### src/rtl/nn_config_pkg.sv
// Shared configuration for the network datapath blocks: serializer FSM
// state encoding and the index-width helper used for word-index ports.
package nn_config_pkg;

  typedef enum logic {SER_IDLE, SER_STREAM} ser_state_t;

  // Width of an index into n words; a single word still needs one bit.
  function automatic int idx_width(input int n);
    return (n > 1) ? $clog2(n) : 1;
  endfunction

endpackage

### src/rtl/ser_argmax.sv
// Running signed maximum over a streamed set of words. The tracker restarts
// on index 0; the winning index is latched on the final word and announced
// with a one-cycle pulse the cycle after it. Ties keep the lower index.
module ser_argmax #(
  parameter int data_width = 16,
  parameter int iw         = 1
) (
  input  logic                         clk,
  input  logic                         rst,
  input  logic                         vld,
  input  logic [iw-1:0]                idx,
  input  logic signed [data_width-1:0] data,
  input  logic                         last,
  output logic [iw-1:0]                max_idx,
  output logic                         max_valid
);

  logic signed [data_width-1:0] best;
  logic [iw-1:0]                best_idx;
  logic signed [data_width-1:0] cand;
  logic [iw-1:0]                cand_idx;

  // Candidate after folding in the current word; strict compare keeps ties low.
  always_comb begin
    cand     = best;
    cand_idx = best_idx;
    if ((idx == '0) || (data > best)) begin
      cand     = data;
      cand_idx = idx;
    end
  end

  // Track the running max and publish the result after the last word.
  always_ff @(posedge clk) begin
    if (rst) begin
      best      <= '0;
      best_idx  <= '0;
      max_idx   <= '0;
      max_valid <= 1'b0;
    end else begin
      max_valid <= vld && last;
      if (vld) begin
        best     <= cand;
        best_idx <= cand_idx;
        if (last) max_idx <= cand_idx;
      end
    end
  end

endmodule

### src/rtl/layer_serializer.sv
// Parallel-to-serial bridge between two fully connected layers. Neuron
// results are gathered into a collect bank (one valid bit per word); a
// complete set is copied into a stream bank and emitted one word per cycle.
// Optional feature macro: LAYER_SER_ARGMAX_EN adds max_idx/max_valid
// (signed argmax of each streamed set) via the ser_argmax sub-module.
module layer_serializer
  import nn_config_pkg::*;
#(
  parameter  int nn         = 10,
  parameter  int data_width = 16,
  localparam int IW         = idx_width(nn)
) (
  input  logic                         clk,
  input  logic                         rst,
  input  logic [nn-1:0]                in_valid,
  input  logic [nn*data_width-1:0]     in_data_flat,
  output logic                         x_valid,
  output logic signed [data_width-1:0] x_out,
  output logic [IW-1:0]                x_idx,
  output logic                         last,
  output logic                         busy,
  output logic                         overflow
`ifdef LAYER_SER_ARGMAX_EN
  ,
  output logic [IW-1:0]                max_idx,
  output logic                         max_valid
`endif
);

  localparam logic [IW-1:0] LAST_IDX = IW'(nn - 1);

  typedef logic signed [data_width-1:0] word_t;

  word_t         coll   [nn];
  word_t         strm   [nn];
  word_t         merged [nn];
  logic [nn-1:0] mask;
  ser_state_t    state;
  logic [IW-1:0] cnt;
  logic [IW-1:0] cnt_nxt;
  logic          at_last;
  logic          complete;
  logic          accept;

  // Collect bank as it would look with this cycle's arrivals folded in.
  always_comb begin
    for (int j = 0; j < nn; j++) begin
      merged[j] = in_valid[j] ? word_t'(in_data_flat[j*data_width +: data_width])
                              : coll[j];
    end
  end

  assign cnt_nxt  = cnt + 1'b1;
  assign at_last  = (state == SER_STREAM) && (cnt == LAST_IDX);
  assign complete = &(mask | in_valid);
  // A new set may only enter the stream bank when it is empty or draining its last word.
  assign accept   = complete && ((state == SER_IDLE) || at_last);

  // Gather words and pending bits; a completed set (kept or dropped) empties the mask.
  always_ff @(posedge clk) begin
    if (rst) begin
      mask <= '0;
      for (int j = 0; j < nn; j++) coll[j] <= '0;
    end else begin
      for (int j = 0; j < nn; j++) begin
        if (in_valid[j]) coll[j] <= merged[j];
      end
      mask <= complete ? '0 : (mask | in_valid);
    end
  end

  // Stream FSM: load on accept, emit one word per cycle, flag dropped sets.
  always_ff @(posedge clk) begin
    if (rst) begin
      state    <= SER_IDLE;
      cnt      <= '0;
      x_out    <= '0;
      last     <= 1'b0;
      overflow <= 1'b0;
      for (int j = 0; j < nn; j++) strm[j] <= '0;
    end else begin
      if (complete && !accept) overflow <= 1'b1;
      if (accept) begin
        for (int j = 0; j < nn; j++) strm[j] <= merged[j];
        state <= SER_STREAM;
        cnt   <= '0;
        x_out <= merged[0];
        last  <= (nn == 1);
      end else if (state == SER_STREAM) begin
        if (at_last) begin
          state <= SER_IDLE;
          cnt   <= '0;
          last  <= 1'b0;
        end else begin
          cnt   <= cnt_nxt;
          x_out <= strm[cnt_nxt];
          last  <= (cnt_nxt == LAST_IDX);
        end
      end
    end
  end

  assign x_valid = (state == SER_STREAM);
  assign busy    = (state == SER_STREAM);
  assign x_idx   = cnt;

`ifdef LAYER_SER_ARGMAX_EN
  ser_argmax #(
    .data_width (data_width),
    .iw         (IW)
  ) u_argmax (
    .clk       (clk),
    .rst       (rst),
    .vld       (x_valid),
    .idx       (x_idx),
    .data      (x_out),
    .last      (last),
    .max_idx   (max_idx),
    .max_valid (max_valid)
  );
`endif

endmodule
### config.mk
export PLATFORM = sky130hd
export DESIGN_NAME = layer_serializer
export DESIGN_NICKNAME = d
export VERILOG_FILES = /design/src/rtl/nn_config_pkg.sv /design/src/rtl/ser_argmax.sv /design/src/rtl/layer_serializer.sv
export SDC_FILE = /design/constraint.sdc
export NUM_CORES = 1
export LEC_CHECK = 0
export CAP_MARGIN = 40
export CELL_PAD_IN_SITES_DETAIL_PLACEMENT = 1
export CELL_PAD_IN_SITES_GLOBAL_PLACEMENT = 2
export CORE_MARGIN = 5
export CORE_UTILIZATION = 42
export CTS_CLUSTER_DIAMETER = 150
export DETAILED_ROUTE_END_ITERATION = 16
export GPL_TIMING_DRIVEN = 0
export HOLD_SLACK_MARGIN = 0.1
export PLACE_DENSITY = 0.95
export SYNTH_ARGS = -nofsm -noshare
export SYNTH_HDL_FRONTEND = slang
export SYNTH_HIERARCHICAL = 1
export SYNTH_SLANG_ARGS = --single-unit
### constraint.sdc
create_clock -name clk -period 7.7 [get_ports clk]
set_clock_uncertainty 0.05 [all_clocks]
set_input_delay 0.77 -clock clk [delete_from_list [all_inputs] [get_ports clk]]
set_output_delay 0.77 -clock clk [all_outputs]
set_load 0.05 [all_outputs]
## Word level (Yosys, flattened, before mapping)

Memory sizes are Yosys's and may differ from the RTL's.
Cells that the tools add are included.

| storage, ports and cells | value |
|---|---|
| flip-flop bits (word level) | 33 |
| bits in latches | 0 |
| bits in writable memories | 320 |
| ROM bits | 0 |
| output and inout port bits | 24 |
| logic and storage cells | 117 |
| memories | 2 |

| operators by class | value |
|---|---|
| add/subtract/negate cells | 1 |
| $mul | 0 |
| divide/modulo/power cells | 0 |
| magnitude comparators | 0 |
| equality and inequality tests | 3 |
| shift operators | 0 |
| mux-type cells | 73 |
| bitwise operators | 22 |
| reduce and logical (&&, ||, !) cells | 10 |

Memory list:

| name | depth | bits a word | rd ports | clocked after memory_dff | write ports | RTL line | source |
|---|---|---|---|---|---|---|---|
| coll | 10 | 16 | 10 | 0 | 10 | layer_serializer.sv:34 | `word_t coll [nn];` |
| strm | 10 | 16 | 1 | 0 | 10 | layer_serializer.sv:35 | `word_t strm [nn];` |

Operator list:

| cell | count |
|---|---|
| 2-to-1 mux 16 bit | 33 |
| 2-to-1 mux 1 bit | 39 |
| bitwise OR 1 bit | 20 |
| bitwise OR 10 bit | 1 |
| AND reduction 10 bit | 1 |
| equality test 4 bit, second input constant | 2 |
| adder 4 x 1 -> 4 bit, second input constant | 1 |
| 2-to-1 mux 4 bit | 1 |
| OR reduction 2 bit | 2 |
| logical AND 1 bit | 3 |
| inequality test 2 x 1 -> 1 bit, second input constant | 1 |
| AND reduction 2 bit | 1 |
| nonzero test 2 bit | 1 |
| zero test 1 bit | 1 |
| logical OR 1 bit | 1 |
| inverter 1 bit | 1 |

## Logic depth before layout (Yosys ltp)

| depth | value |
|---|---|
| depth in word-level cells | 8 |
| mapped depth | 10 |

## Worst setup path before layout

Ideal clock, no wire load.

| timing | value |
|---|---|
| path type | input-to-reg |
| start | in in_valid[0] |
| end | mem strm[0][0] (netlist bit) (enable) |
| library setup time | 0.453 ns |
| data arrival time | 3.852 ns |
| setup slack | 3.344 ns |
| stages on the path | 5 |
| buffers on the path | 1 |
| cell sequence | buf_4 > o22ai_1 > or4_4 > nor2_1 > or2_2 |

RTL lines:

| what | RTL line | source |
|---|---|---|
| start: declaration | layer_serializer.sv:15 | `input logic [nn-1:0] in_valid,` |
| end: declaration | layer_serializer.sv:35 |  |

## Final worst setup path

| timing | value |
|---|---|
| start | reg cnt[0], in the netlist x_idx[0] |
| end | reg x_out[12] |

| between the ends | value |
|---|---|
| longest elaborated chain between the ends | 6 |

RTL lines:

| what | RTL line | source |
|---|---|---|
| start: declaration | layer_serializer.sv:39 | `logic [IW-1:0] cnt;` |
| start signal: assignment | layer_serializer.sv:95 | `cnt <= cnt_nxt;` |
| branches (longest 6 deep; another with memory read (10 x 16 bit)) | - |  |
| end signal: assignment | layer_serializer.sv:87 | `x_out <= merged[0];` |
| end signal: assignment | layer_serializer.sv:96 | `x_out <= strm[cnt_nxt];` |
| end: declaration | layer_serializer.sv:18 | `output logic signed [data_width-1:0] x_out,` |

Parallel ways; which one is timed is not known. The select of a mux whose other input is x is not followed.
A chain may end at the register's enable or synchronous reset.

==> results.txt <==
Status: completed
Fmax: 0.275 GHz
Final Cell Area: 19,900 um2
Avg WL per Cell: 22.9 um
Drt first pass iters: 5
Critical Path Source Type: flop
Final setup viols: 0
Mapped Avg Cell Area: 13.0 um2
IO Pins: 196
Clk root buf: clkbuf_16
H-tree levels: 2
Distinct cell type count after synthesis: 36
Die Area: 42,000 um2
Fill cells: 3,792
Setup Buffers After CTS: 0
Violation count after the first detailed-routing iteration: 864
IO Port Bufs: 190
Die Height: 205 um
Placed cell count: 1,942
Hold-fix buffers, CTS: 0
Worst skew pair latency: 530 ps
Setup WS pre-CTS: 3540 ps
Placed cell area: 18,600 um2
Post-synth top area share: 60.3%
GRT overflow: 0
Worst vdd ir: 0.146 mV
Worst hold slack: 414 ps
Tmin final: 3640 ps
Number of global-route vias before repair: 11,495
Post-synth EDFFs: 320
Num Clock Sinks: 353
Leading register cell type out of synthesis: edfxtp_1
Largest cells by area after synthesis: edfxtp_1 (60%), mux2i_1 (13%), and2_1 (5.7%)
Crit-path max FO: 10
First-pass GRT wire length: 68,800 um
Total power: 4.55 mW
Relative slew slack: 26.4%
Power density cells: 229 nW/um2
N_diodes: 0
Kind of critical path: reg -> reg
Seq/Total Area, Yosys: 64.4%
Area delta synth->final: 24.9%
Required @ worst endpoint: 8030 ps
Initial Utilization: 42.4%
Initial antenna violation count: 1
Period utilisation layout: 47.2%
CP endpoint kind: flop
CP arrival: 3960 ps
Final core occ: 53.0%
Asr flop ratio synth: 0%
Max-cap check violation count: 0
Yosys Warn Count: 6
Hold Path Class: reg -> reg
Std-Cell Core Area: 37,600 um2
DIE WIDTH: 205 um
TritonCTS clock tree: built
Syn Nets: 1,400
Via count: 10,730
DR vias/cell: 5.33
Cts bufs inserted: 39
Antenna-violating nets left: 0
Residual DRC: 0
Syn Std Cell Area: 15,900 um2
Worst-margin pin slew: 1080 ps
Unrepaired setup endpoints after global routing: false
Final hold vios: 0
Final Net Count: 1,648
Largest net degree at the start of global routing: 63
Synthesized flop and latch total: 353
Post-synth top area cell: edfxtp_1
Final worst setup slack: 4060 ps
Total negative setup slack: 0 ps
Finished Layout Cells: 2,013
Clock transition at the registers of the reported paths: 60 ps
Drt total wl: 46,100 um
Post-DP HPWL: 34,600 um
Layout cells sized above 1: 6.39%
Synth Instances: 1,225
Rows: 71
PostCTS Resize Cnt: 0
Max Slew Vio Count: 0
GRT Resource Usage Total: 21.5%
CTS Buffer Depth: 3
Routability Congestion: 0.903
P_leak: 7.36 nW
critical path, stage by stage (launching register included):
cell and delay (ps):
dfxtp_1 410, clkbuf_1 340, inv_1 110, ha_1 300
clkbuf_1 280, clkbuf_1 420, nor2b_1 100, a2111oi_0 880
a31oi_1 220, a31oi_1 260, a2111oi_0 90
state kept, by name, indices dropped and copies added, names as in the netlist:
name      flops
overflow      1
strm        160
x_out        16
busy          1
coll        160
x_idx         4
mask         10
last          1
cell usage after synthesis (9+ instances only):
master	number
dfxtp_1	33
nand2_1	15
clkbuf_1	56
nor2_1	217
a2111oi_0	47
nor2b_1	40
buf_6	11
mux2i_1	209
buf_2	10
edfxtp_1	320
and2_1	145
a31oi_1	47
o21ai_0	15
buf_1	9
or2_2	12
cell type report:
| cell class | count | area (um2) | share of cell area [%] |
|---|---|---|---|
| timing repair buffer | 207 | 2040 | 10.2 |
| tap | 511 | 639 | 3.21 |
| sequential | 353 | 10300 | 51.6 |
| buffer | 90 | 448 | 2.25 |
| multi-input combinational | 779 | 5220 | 26.2 |
| clock inverter | 11 | 155 | 0.779 |
| inverter | 3 | 11.3 | 0.0565 |
| clock buffer | 59 | 1130 | 5.69 |
metal layers:
layer  share of wire [%]  GRT usage [%]  vias to the layer above
met3                 5.1           3.07                       85
met4                 3.2           7.11                        2
li1                    -              -                     4966
met2                  49           36.6                      317
met1                  43           28.5                     5360
met5               0.028              0                        -
path summary, 6_finish.rpt:
check        depth (start not counted)  slack, ps                   from                endpoint
min reg2reg                          2        410     mask[2]$_SDFF_PP0_      mask[2]$_SDFF_PP0_
max                                 10       4060  x_idx[0]$_SDFFE_PP0P_  x_out[12]$_SDFFE_PP0P_
min                                  2        410     mask[2]$_SDFF_PP0_      mask[2]$_SDFF_PP0_
max reg2reg                         10       4060  x_idx[0]$_SDFFE_PP0P_  x_out[12]$_SDFFE_PP0P_
where the power goes:
part,switching (mW),internal (mW)
clock network,0.756,1.15
logic,0.222,0.180
registers,0.0402,2.21
cell usage in the layout (no fill, tap or decap), types with 4 or more instances in the layout:
cell             Yosys  final
clkbuf_8             0      4
buf_1                9     21
mux2i_1            209    209
nor2b_1             40     40
nor2_1             217    217
a2111oi_0           47     47
o21ai_0             15     15
a31oi_1             47     47
or2_2               12     11
bufinv_16            0      4
clkdlybuf4s50_1      0    190
buf_2               10     10
buf_4                4      4
nand2_1             15     15
and2_1             145    145
a21oi_1              4      4
dfxtp_1             33     33
buf_6               11     12
clkbuf_1            56     70
clkbuf_16            0     41
edfxtp_1           320    320
kinds of logic (layout without fill, tap and decap cells):
| group | after synthesis | after routing | share of synthesized area [%] |
|---|---|---|---|
| xor gates and xnor gates | 3 | 3 | 0.165 |
| muxes | 209 | 209 | 13.1 |
| buffers and inverters | 93 | 370 | 2.88 |
| and+or+nand+nor | 441 | 441 | 13.7 |
| AOI/OAI and AO/OA | 123 | 123 | 5.51 |
| DFF | 353 | 353 | 64.4 |
| adders and majority gates | 3 | 3 | 0.235 |
(Power assumes the default switching activity.)
